==> src/rtl/fetch_unit.sv <==
// ============================================================================
// Module   : fetch_unit
// Brief    : RV32I fetch stage. Single-outstanding imem requests, registered
//            instruction/PC/immediate presented to decode, PC redirects.
//            Optional macro FETCH_MISALIGN_CHK_EN adds a sticky misalign_err.
// Revision : 1.0 - initial release
// ============================================================================
`default_nettype none

module fetch_unit #(
    parameter logic [31:0] RESET_PC = 32'h0000_0000,
    parameter logic [31:0] NOP_INST = 32'h0000_0013
) (
    input  logic        clk,
    input  logic        rst,
    output logic        imem_req_valid,
    input  logic        imem_req_ready,
    output logic [31:0] imem_addr,
    input  logic        imem_rsp_valid,
    input  logic [31:0] imem_rsp_data,
    output logic        inst_valid,
    input  logic        inst_ready,
    output logic [31:0] inst,
    output logic [31:0] inst_pc,
    output logic [11:0] inst_imm,
`ifdef FETCH_MISALIGN_CHK_EN
    output logic        misalign_err,
`endif
    input  logic        redirect_valid,
    input  logic [31:0] redirect_pc
);

    typedef enum logic [1:0] {
        S_REQ  = 2'd0,
        S_WAIT = 2'd1,
        S_HOLD = 2'd2,
        S_DROP = 2'd3
    } state_t;

    localparam logic [6:0]  c_OP_STORE = 7'b0100011;
    localparam logic [31:0] c_PC_MASK  = 32'hFFFF_FFFC;

    function automatic logic [11:0] f_imm(input logic [31:0] i_word);
        if (i_word[6:0] == c_OP_STORE)
            f_imm = {i_word[31:25], i_word[11:7]};
        else
            f_imm = i_word[31:20];
    endfunction

    state_t      r_state,   w_state_nxt;
    logic [31:0] r_pc,      w_pc_nxt;
    logic [31:0] r_inst,    w_inst_nxt;
    logic [31:0] r_inst_pc, w_inst_pc_nxt;
    logic [11:0] r_imm,     w_imm_nxt;
    logic        r_valid,   w_valid_nxt;
    logic        w_redir;
    logic [31:0] w_target;

    assign w_target = redirect_pc & c_PC_MASK;

`ifdef FETCH_MISALIGN_CHK_EN
    logic r_misalign_err;
    // A misaligned redirect is dropped entirely; normal flow continues.
    assign w_redir = redirect_valid && (redirect_pc[1:0] == 2'b00);

    always_ff @(posedge clk) begin
        if (rst)
            r_misalign_err <= 1'b0;
        else if (redirect_valid && (redirect_pc[1:0] != 2'b00))
            r_misalign_err <= 1'b1;
    end

    assign misalign_err = r_misalign_err;
`else
    assign w_redir = redirect_valid;
`endif

    always_comb begin
        w_state_nxt   = r_state;
        w_pc_nxt      = r_pc;
        w_inst_nxt    = r_inst;
        w_inst_pc_nxt = r_inst_pc;
        w_imm_nxt     = r_imm;
        w_valid_nxt   = r_valid;
        case (r_state)
            S_REQ: begin
                if (w_redir) begin
                    w_pc_nxt    = w_target;
                    w_state_nxt = imem_req_ready ? S_DROP : S_REQ;
                end else if (imem_req_ready) begin
                    w_state_nxt = S_WAIT;
                end
            end
            S_WAIT: begin
                if (w_redir) begin
                    w_pc_nxt    = w_target;
                    w_state_nxt = imem_rsp_valid ? S_REQ : S_DROP;
                end else if (imem_rsp_valid) begin
                    w_inst_nxt    = imem_rsp_data;
                    w_inst_pc_nxt = r_pc;
                    w_imm_nxt     = f_imm(imem_rsp_data);
                    w_pc_nxt      = r_pc + 32'd4;
                    w_valid_nxt   = 1'b1;
                    w_state_nxt   = S_HOLD;
                end
            end
            S_HOLD: begin
                if (w_redir || inst_ready) begin
                    w_valid_nxt = 1'b0;
                    w_inst_nxt  = NOP_INST;
                    w_imm_nxt   = f_imm(NOP_INST);
                    w_state_nxt = S_REQ;
                    if (w_redir)
                        w_pc_nxt = w_target;
                end
            end
            S_DROP: begin
                if (w_redir)
                    w_pc_nxt = w_target;
                if (imem_rsp_valid)
                    w_state_nxt = S_REQ;
            end
            default: w_state_nxt = S_REQ;
        endcase
    end

    always_ff @(posedge clk) begin
        if (rst) begin
            r_state   <= S_REQ;
            r_pc      <= RESET_PC & c_PC_MASK;
            r_inst    <= NOP_INST;
            r_inst_pc <= RESET_PC;
            r_imm     <= 12'h000;
            r_valid   <= 1'b0;
        end else begin
            r_state   <= w_state_nxt;
            r_pc      <= w_pc_nxt;
            r_inst    <= w_inst_nxt;
            r_inst_pc <= w_inst_pc_nxt;
            r_imm     <= w_imm_nxt;
            r_valid   <= w_valid_nxt;
        end
    end

    assign imem_req_valid = (r_state == S_REQ) && !rst;
    assign imem_addr      = r_pc;
    assign inst_valid     = r_valid;
    assign inst           = r_inst;
    assign inst_pc        = r_inst_pc;
    assign inst_imm       = r_imm;

endmodule

`default_nettype wire

==> config.mk <==
export PLATFORM = sky130hd
export DESIGN_NAME = fetch_unit
export DESIGN_NICKNAME = d
export VERILOG_FILES = /design/src/rtl/fetch_unit.sv
export SDC_FILE = /design/constraint.sdc
export NUM_CORES = 1
export LEC_CHECK = 0
export ABC_AREA = 1
export ABC_CLOCK_PERIOD_IN_PS = 3700
export CAP_MARGIN = 20
export CORE_MARGIN = 4
export CORE_UTILIZATION = 45
export CTS_BUF_LIST = sky130_fd_sc_hd__clkbuf_16
export DETAILED_ROUTE_END_ITERATION = 16
export PLACE_DENSITY = 0.84
export SLEW_MARGIN = 20
export SYNTH_ARGS = -nofsm -noshare
export SYNTH_HDL_FRONTEND = slang
export SYNTH_SLANG_ARGS = --single-unit
==> constraint.sdc <==
create_clock -name clk -period 3.7 [get_ports clk]
set_input_delay 0.37 -clock clk [delete_from_list [all_inputs] [get_ports clk]]
set_output_delay 0.37 -clock clk [all_outputs]
set_load 0.005 [all_outputs]
==> results of run 1 <==
flip-flops by register name, summed over array words and instances (netlist names):
register,count
r_state,2
inst,32
inst_imm,5
inst_valid,1
inst_pc,30
imem_addr,30
cells in the mapped netlist (2+ instances only):
master    instances
a211oi_1          6
a21oi_1          70
a21oi_2          11
a31oi_1           2
buf_2             9
buf_4            14
buf_6             8
clkbuf_1         13
dfxtp_1         100
inv_1            40
inv_2             4
nand2_1         207
nand2_2           3
nand3_1          29
nand4_1           4
nor2_1           84
nor2_4            4
nor3_1           10
o211ai_1          5
o21a_1            2
o21ai_0          50
o22ai_1           5
or2_2             2
metrics by stage:
step / hold WS [ns] / util [%] / cells / cell area (µm²) / worst slack, ns
6_report: 0.4622 / 65.33 / 981 / 6744 / 1.418
2_1_floorplan: 0.4553 / - / 694 / 4773 / 2.201
3_3_place_gp: 0.4470 / 62.34 / 966 / 6436 / 1.072
4_1_cts: 0.4565 / 65.33 / 981 / 6744 / 1.425
5_1_grt: 0.4735 / 65.33 / 981 / 6744 / 1.242
3_5_place_dp: 0.4518 / 62.34 / 966 / 6436 / 1.062
critical path, stage by stage:
cell             delay (ns)
clkdlybuf4s50_1        0.66
buf_4                  0.33
nor2_1                 0.55
buf_4                  0.33
nor3_1                 0.08
nor3_1                 0.20
power by group:
part / switching [µW] / internal, µW / total [µW]
sequential: 54.6 / 1130 / 1180
combinational: 190 / 207 / 397
clock: 406 / 584 / 990
routing by layer:
metal  vias up  global-route usage [%]
li1       2530                       -
met2       211                   36.73
met1      2257                   29.94
met3        25                   6.441
met5         -                       0
met4         0                   8.128
cell families (layout without fill, tap and decap cells):
kind of cell | count (synthesis) | in the layout | share of synthesized area [%]
compound gates | 154 | 154 | 18.13
fa+ha+maj | 1 | 1 | 0.2627
buf+inv | 90 | 241 | 9.774
flops | 100 | 100 | 42.04
other cells | 1 | 4 | 0.07875
simple gates | 345 | 345 | 29.72
area by class of cell:
| cell class | count | area share (%) |
|---|---|---|
| Timing Repair Buffer | 181 | 26.49 |
| Tap cell | 136 | 2.523 |
| Clock inverter | 6 | 1.224 |
| Clock buffer | 9 | 3.340 |
| Multi-Input combinational cell | 504 | 34.19 |
| Inverter | 45 | 2.542 |
| Sequential cell | 100 | 29.68 |
worst max path at each step:
stage                              start                    endpoint  slack, ns  cells past startpoint
2_1_floorplan  imem_addr[3]$_SDFFE_PP0P_  imem_addr[22]$_SDFFE_PP0P_       2.20                     10
3_3_place_gp              redirect_valid   imem_addr[7]$_SDFFE_PP0P_       1.07                      6
3_5_place_dp              imem_rsp_valid        inst[4]$_SDFFE_PP1P_       1.06                      8
4_1_cts                   imem_rsp_valid        inst[4]$_SDFFE_PP1P_       1.43                      8
5_1_grt                   imem_rsp_valid        inst[4]$_SDFFE_PP1P_       1.24                      8
6_report                  redirect_valid  imem_addr[12]$_SDFFE_PP0P_       1.42                      6
==> flow_summary_export.csv, run 1 <==
group,metric,value,unit
sta,fin_crit,2.282,ns
detailed_routing,viasPerCell,5.120,
finish,regArea,0.002002,mm²
clocking,clock_latency,0.34,ns
finish,nFillCells,927,
detailed_routing,wl_met3,1252,µm
finish,antenna_cells,0,
min_path,min-delay-start,"inst[19]$_SDFFE_PP0P_",
sta,slew_violations,0,
floorplanning,core_area,0.01032,mm²
critical_path,crit-reg2reg-launch,"r_state[0]$_SDFFE_PP0P_",
logic_synthesis,synth_ff_type,"dfxtp_1",
clocking,cts_inserted_buffers,9,
detailed_routing,vias,5023,
clocking,htreeDepth,3,
logic_synthesis,post-synth-top-area-fraction,42.04,%
critical_path,rr_worst_depth,7,
clocking,cts_root_buffer,"clkbuf_16",
critical_path,cp.required,3.95,ns
detailed_routing,wire_per_inst,14.64,µm
logic_synthesis,avgSynthCellArea,6.892,µm²
detailed_routing,drtAntennaViolNets,0,
detailed_routing,dr.pass1.iters,4,
floorplanning,start_util,46.13,%
logic_synthesis,synthesis.area,0.004762,mm²
finish,final_cell_mix,"207 x nand2_1, 172 x clkdlybuf4s50_1, 100 x dfxtp_1",
logic_synthesis,synth_edf_count,0,
clocking,clk_transition_reported_paths,0.07,ns
grt,grt.overflow.total,0,
logic_synthesis,synth_warnings,0,
power_and_ir_drop,p_per_area,380.7,mW/mm²
finish,multi_input_area,0.002306,mm²
finish,layout_commonest_cell,"nand2_1",
grt,grt_max_degree,43,
placed_design,dp_hpwl,10350,µm
sta,final_hold_viol_count,0,
grt,track_usage,23.06,%
clocking,cts_buffer_depth,2,
logic_synthesis,async_flop_share,0,%
sta,rsz0062_at_grt,"false",
floorplanning,io_pins,180,
power_and_ir_drop,irDropWorstVdd,0.1935,mV
grt,antenna_found_initial,0,
finish,final_nets,912,
critical_path,reg2reg_slack,1.57,ns
detailed_routing,wl_met2,6372,µm
placed_design,numPortBuffers,173,
sta,worst_slew_pin_slew,0.6748,ns
logic_synthesis,syn_inst,691,
grt,grt_first_pass_wirelength,23430,µm
job,cap_viol_max_count,0,
critical_path,regToRegEndpoint,"inst[4]$_SDFFE_PP1P_",
clocking,cts.sinks,100,
finish,drive_above_1_share,5.917,%
min_path,min_to,"inst[19]$_SDFFE_PP0P_",
logic_synthesis,yosysTopAreaCell,"dfxtp_1",
min_path,holdPathStages,2,
sta,fin_crit_sh,61.67,%
clocking,cts_setup_buffers,0,
clocking,cts_tree,"built",
floorplanning,fp.dieH,110.9,µm
logic_synthesis,synth_cell_types,32,
floorplanning,die-area,0.01229,mm²
sta,max_freq,0.4383,GHz
critical_path,cp.arrival,2.53,ns
floorplanning,dieWidth,110.9,µm
logic_synthesis,ys_top_cells_by_area,"dfxtp_1 42%, nand2_1 16%, a21oi_1 7.4%",
logic_synthesis,seq_area_frac_synth,42.04,%
critical_path,worstSetupPathType,"in2reg",
run_status,status,"finished, final reports clean",
power_and_ir_drop,leakage,0.002448,µW
detailed_routing,wl,14360,µm
critical_path,crit_fanout,13,
sta,finalSetupViolCount,0,
detailed_routing,wl_met1,6442,µm
finish,area_growth,41.62,%
min_path,min_path_type,"reg2reg",
detailed_routing,drc_errors,0,
floorplanning,row_count,37,
clocking,post_cts_resized,0,
sta,finClkSkew,0.006205,ns
grt,grt_pass1_vias,4707,
logic_synthesis,postSynthRegisterBits,100,
sta,setup_tns,0,ns
detailed_routing,top_layer,"met4",
critical_path,worst_setup_path_start_kind,"primary input",
sta,timing.slew.headroom,54.85,%
placed_design,gp_congestion,0.8939,
power_and_ir_drop,p_total,2568,µW
detailed_routing,drt_iter0_drc,420,
critical_path,end_kind,"flop",
clocking,hold_buffers,0,
Note: power is estimated with default switching activity, not from simulation.
==> run 2: changes to the inputs <==
ABC_CLOCK_PERIOD_IN_PS = 1850   (was 3700)
CORE_UTILIZATION = 40   (was 45)
PLACE_DENSITY = 0.8   (was 0.84)
clock period = 1.85 ns   (was 3.7 ns; I/O delays follow)
==> run 2 against run 1 <==
Wire length is 5.7% higher. Largest cell class unchanged. Critical endpoint is now imem_addr[21]$_SDFFE_PP0P_. Cell area is 2.9% higher. Sequential power is 100% higher.
==> flow_summary_export.csv, run 2 (synthesis gave the netlist of run 1 again) <==
group,metric,value,unit
run_status,status,"finished, final reports clean",
sta,fin_crit,1.629,ns
finish,final_nets,929,
clocking,cts_tree,"built",
power_and_ir_drop,switching_share,26.34,%
critical_path,reg2reg_slack,0.22,ns
detailed_routing,viasPerCell,5.123,
clocking,htreeDepth,3,
critical_path,crit_family,"simple AND/OR/NAND/NOR gates",
detailed_routing,drt_iter0_drc,376,
sta,finalSetupViolCount,0,
sta,fin_ws,0.2213,ns
critical_path,rr_worst_depth,8,
grt,grt_pass1_vias,4865,
sta,final_hold_viol_count,0,
job,cap_viol_max_count,0,
grt,track_usage,21.82,%
critical_path,max_stage_delay,0.34,ns
finish,antenna_cells,0,
power_and_ir_drop,p_seq_share,46.4,%
sta,worst_slew_pin_slew,0.4999,ns
critical_path,cp.required,2.08,ns
detailed_routing,drc_errors,0,
placed_design,numPortBuffers,173,
detailed_routing,wl,15180,µm
power_and_ir_drop,p_int,3738,µW
min_path,min_path_type,"in2reg",
floorplanning,core_area,0.01152,mm²
power_and_ir_drop,p_sw,1337,µW
detailed_routing,wire_per_inst,15.09,µm
clocking,clock_latency,0.35,ns
critical_path,worst_setup_path_start_kind,"flop",
floorplanning,die-area,0.01371,mm²
clocking,cts_inserted_buffers,9,
grt,antenna_found_initial,0,
placed_design,gp_congestion,0.8917,
sta,max_freq,0.6140,GHz
sta,setup_tns,0,ns
finish,layout_commonest_cell,"nand2_1",
floorplanning,io_pins,180,
floorplanning,start_util,41.35,%
sta,hold_ws,0.1699,ns
clocking,cts_root_buffer,"clkbuf_16",
critical_path,cp_common_cell,"nor2_1",
critical_path,crit-reg2reg-launch,"imem_addr[2]$_SDFFE_PP0P_",
critical_path,crit_chain,"buf_4, inv_1, nor2_1, nand2_1, nor2_4, nand4_1, o21ai_0, nor2_1",
sta,fin_crit_sh,88.04,%
clocking,clk_transition_reported_paths,0.07,ns
critical_path,crit_fanout,9,
finish,area_growth,45.72,%
floorplanning,dieWidth,117.1,µm
clocking,cts_buffer_depth,2,
critical_path,cp_slowest_cell,"dfxtp_1",
power_and_ir_drop,leakage,0.002552,µW
floorplanning,row_count,39,
floorplanning,fp.dieH,117.1,µm
finish,largest_register_ff_count,32,
finish,final_cell_mix,"206 x nand2_1, 172 x clkdlybuf4s50_1, 99 x dfxtp_1",
detailed_routing,vias,5154,
critical_path,crit_path_end,"imem_addr[21]$_SDFFE_PP0P_",
power_and_ir_drop,p_total,5076,µW
power_and_ir_drop,irDropWorstVdd,0.4176,mV
critical_path,cp_num_cells,8,
clocking,cts.sinks,100,
critical_path,path_buf_inv,2,
placed_design,dp_hpwl,11020,µm
detailed_routing,drtAntennaViolNets,0,
finish,fin_util,60.26,%
sta,finClkSkew,0.01262,ns
grt,grt_max_degree,56,
detailed_routing,dr.pass1.iters,5,
sta,rsz0062_at_grt,"false",
grt,grt_first_pass_wirelength,23740,µm
critical_path,cp.arrival,1.86,ns
critical_path,end_kind,"flop",
grt,grt.overflow.total,0,
finish,drive_above_1_share,8.227,%
power_and_ir_drop,pwr-share-comb,16.9,%
clocking,hold_buffers,0,
power_and_ir_drop,clock_power_share,36.7,%
critical_path,startpoint,"imem_addr[2]$_SDFFE_PP0P_",
sta,timing.slew.headroom,66.63,%
critical_path,worstSetupPathType,"reg2reg",
power_and_ir_drop,p_per_area,731.4,mW/mm²
placed_design,pre_cts_ws,-0.01726,ns
sta,slew_violations,0,
critical_path,regToRegEndpoint,"imem_addr[21]$_SDFFE_PP0P_",
-- run 2: cell count changes in the layout (fill, tap and decap cells not counted), moves of 2 or more --
cell and change:
buf_4 +11, nor2_2 +2, clkinv_2 +4, clkinvlp_4 -2, nor2_1 -2, buf_12 +6, clkinv_1 +2
-- run 2: worst min-delay path by stage --
stage / end / cells past startpoint / startpoint
global placement: inst_valid$_SDFFE_PP0P_ / 2 / inst_valid$_SDFFE_PP0P_
detailed placement: inst[17]$_SDFFE_PP0P_ / 2 / inst[17]$_SDFFE_PP0P_
CTS: r_state[0]$_SDFFE_PP0P_ / 2 / rst
global route: r_state[0]$_SDFFE_PP0P_ / 2 / rst
floorplan: inst[0]$_SDFFE_PP1P_ / 2 / imem_rsp_data[0]
finish: r_state[0]$_SDFFE_PP0P_ / 2 / rst
-- run 2: through the flow --
| stage | instances | cell area, µm² |
|---|---|---|
| floorplan | 694 | 4773 |
| global placement | 987 | 6625 |
| detailed placement | 987 | 6625 |
| CTS | 1003 | 6908 |
| global route | 1006 | 6939 |
| finish | 1006 | 6939 |
-- run 2: power groups by stage --
stage / clock, µW / sequential [µW] / combinational [µW]
after floorplan: 0 / 2390 / 383
after detailed placement: 0 / 2400 / 854
final: 1860 / 2360 / 855
after CTS: 1900 / 2350 / 858
after global routing: 1980 / 2370 / 941
after global placement: 0 / 2400 / 847
-- run 2: final cells by class --
type | instances | area [µm²]
fill | 1066 | 4577
multi-input combinational | 504 | 2313
sequential | 100 | 2003
timing repair buffer | 198 | 1989
clock buffer | 9 | 225.2
tap | 143 | 178.9
inverter | 45 | 171.4
clock inverter | 7 | 57.56
-- run 2: per-layer routing --
layer	vias to the layer above	GRT usage (%)	share of wire, %
met1	2342	27.98	44
met5	-	0	0
li1	2565	-	-
met3	31	4.730	8.2
met4	0	8.792	2.6
met2	216	35.76	45
-- run 2: repair_timing --
| action | CTS | global route |
|---|---|---|
| resized for setup | 0 | 4 |
| endpoints found under the setup margin | 0 | 5 |
| buffers inserted | 0 | 3 |
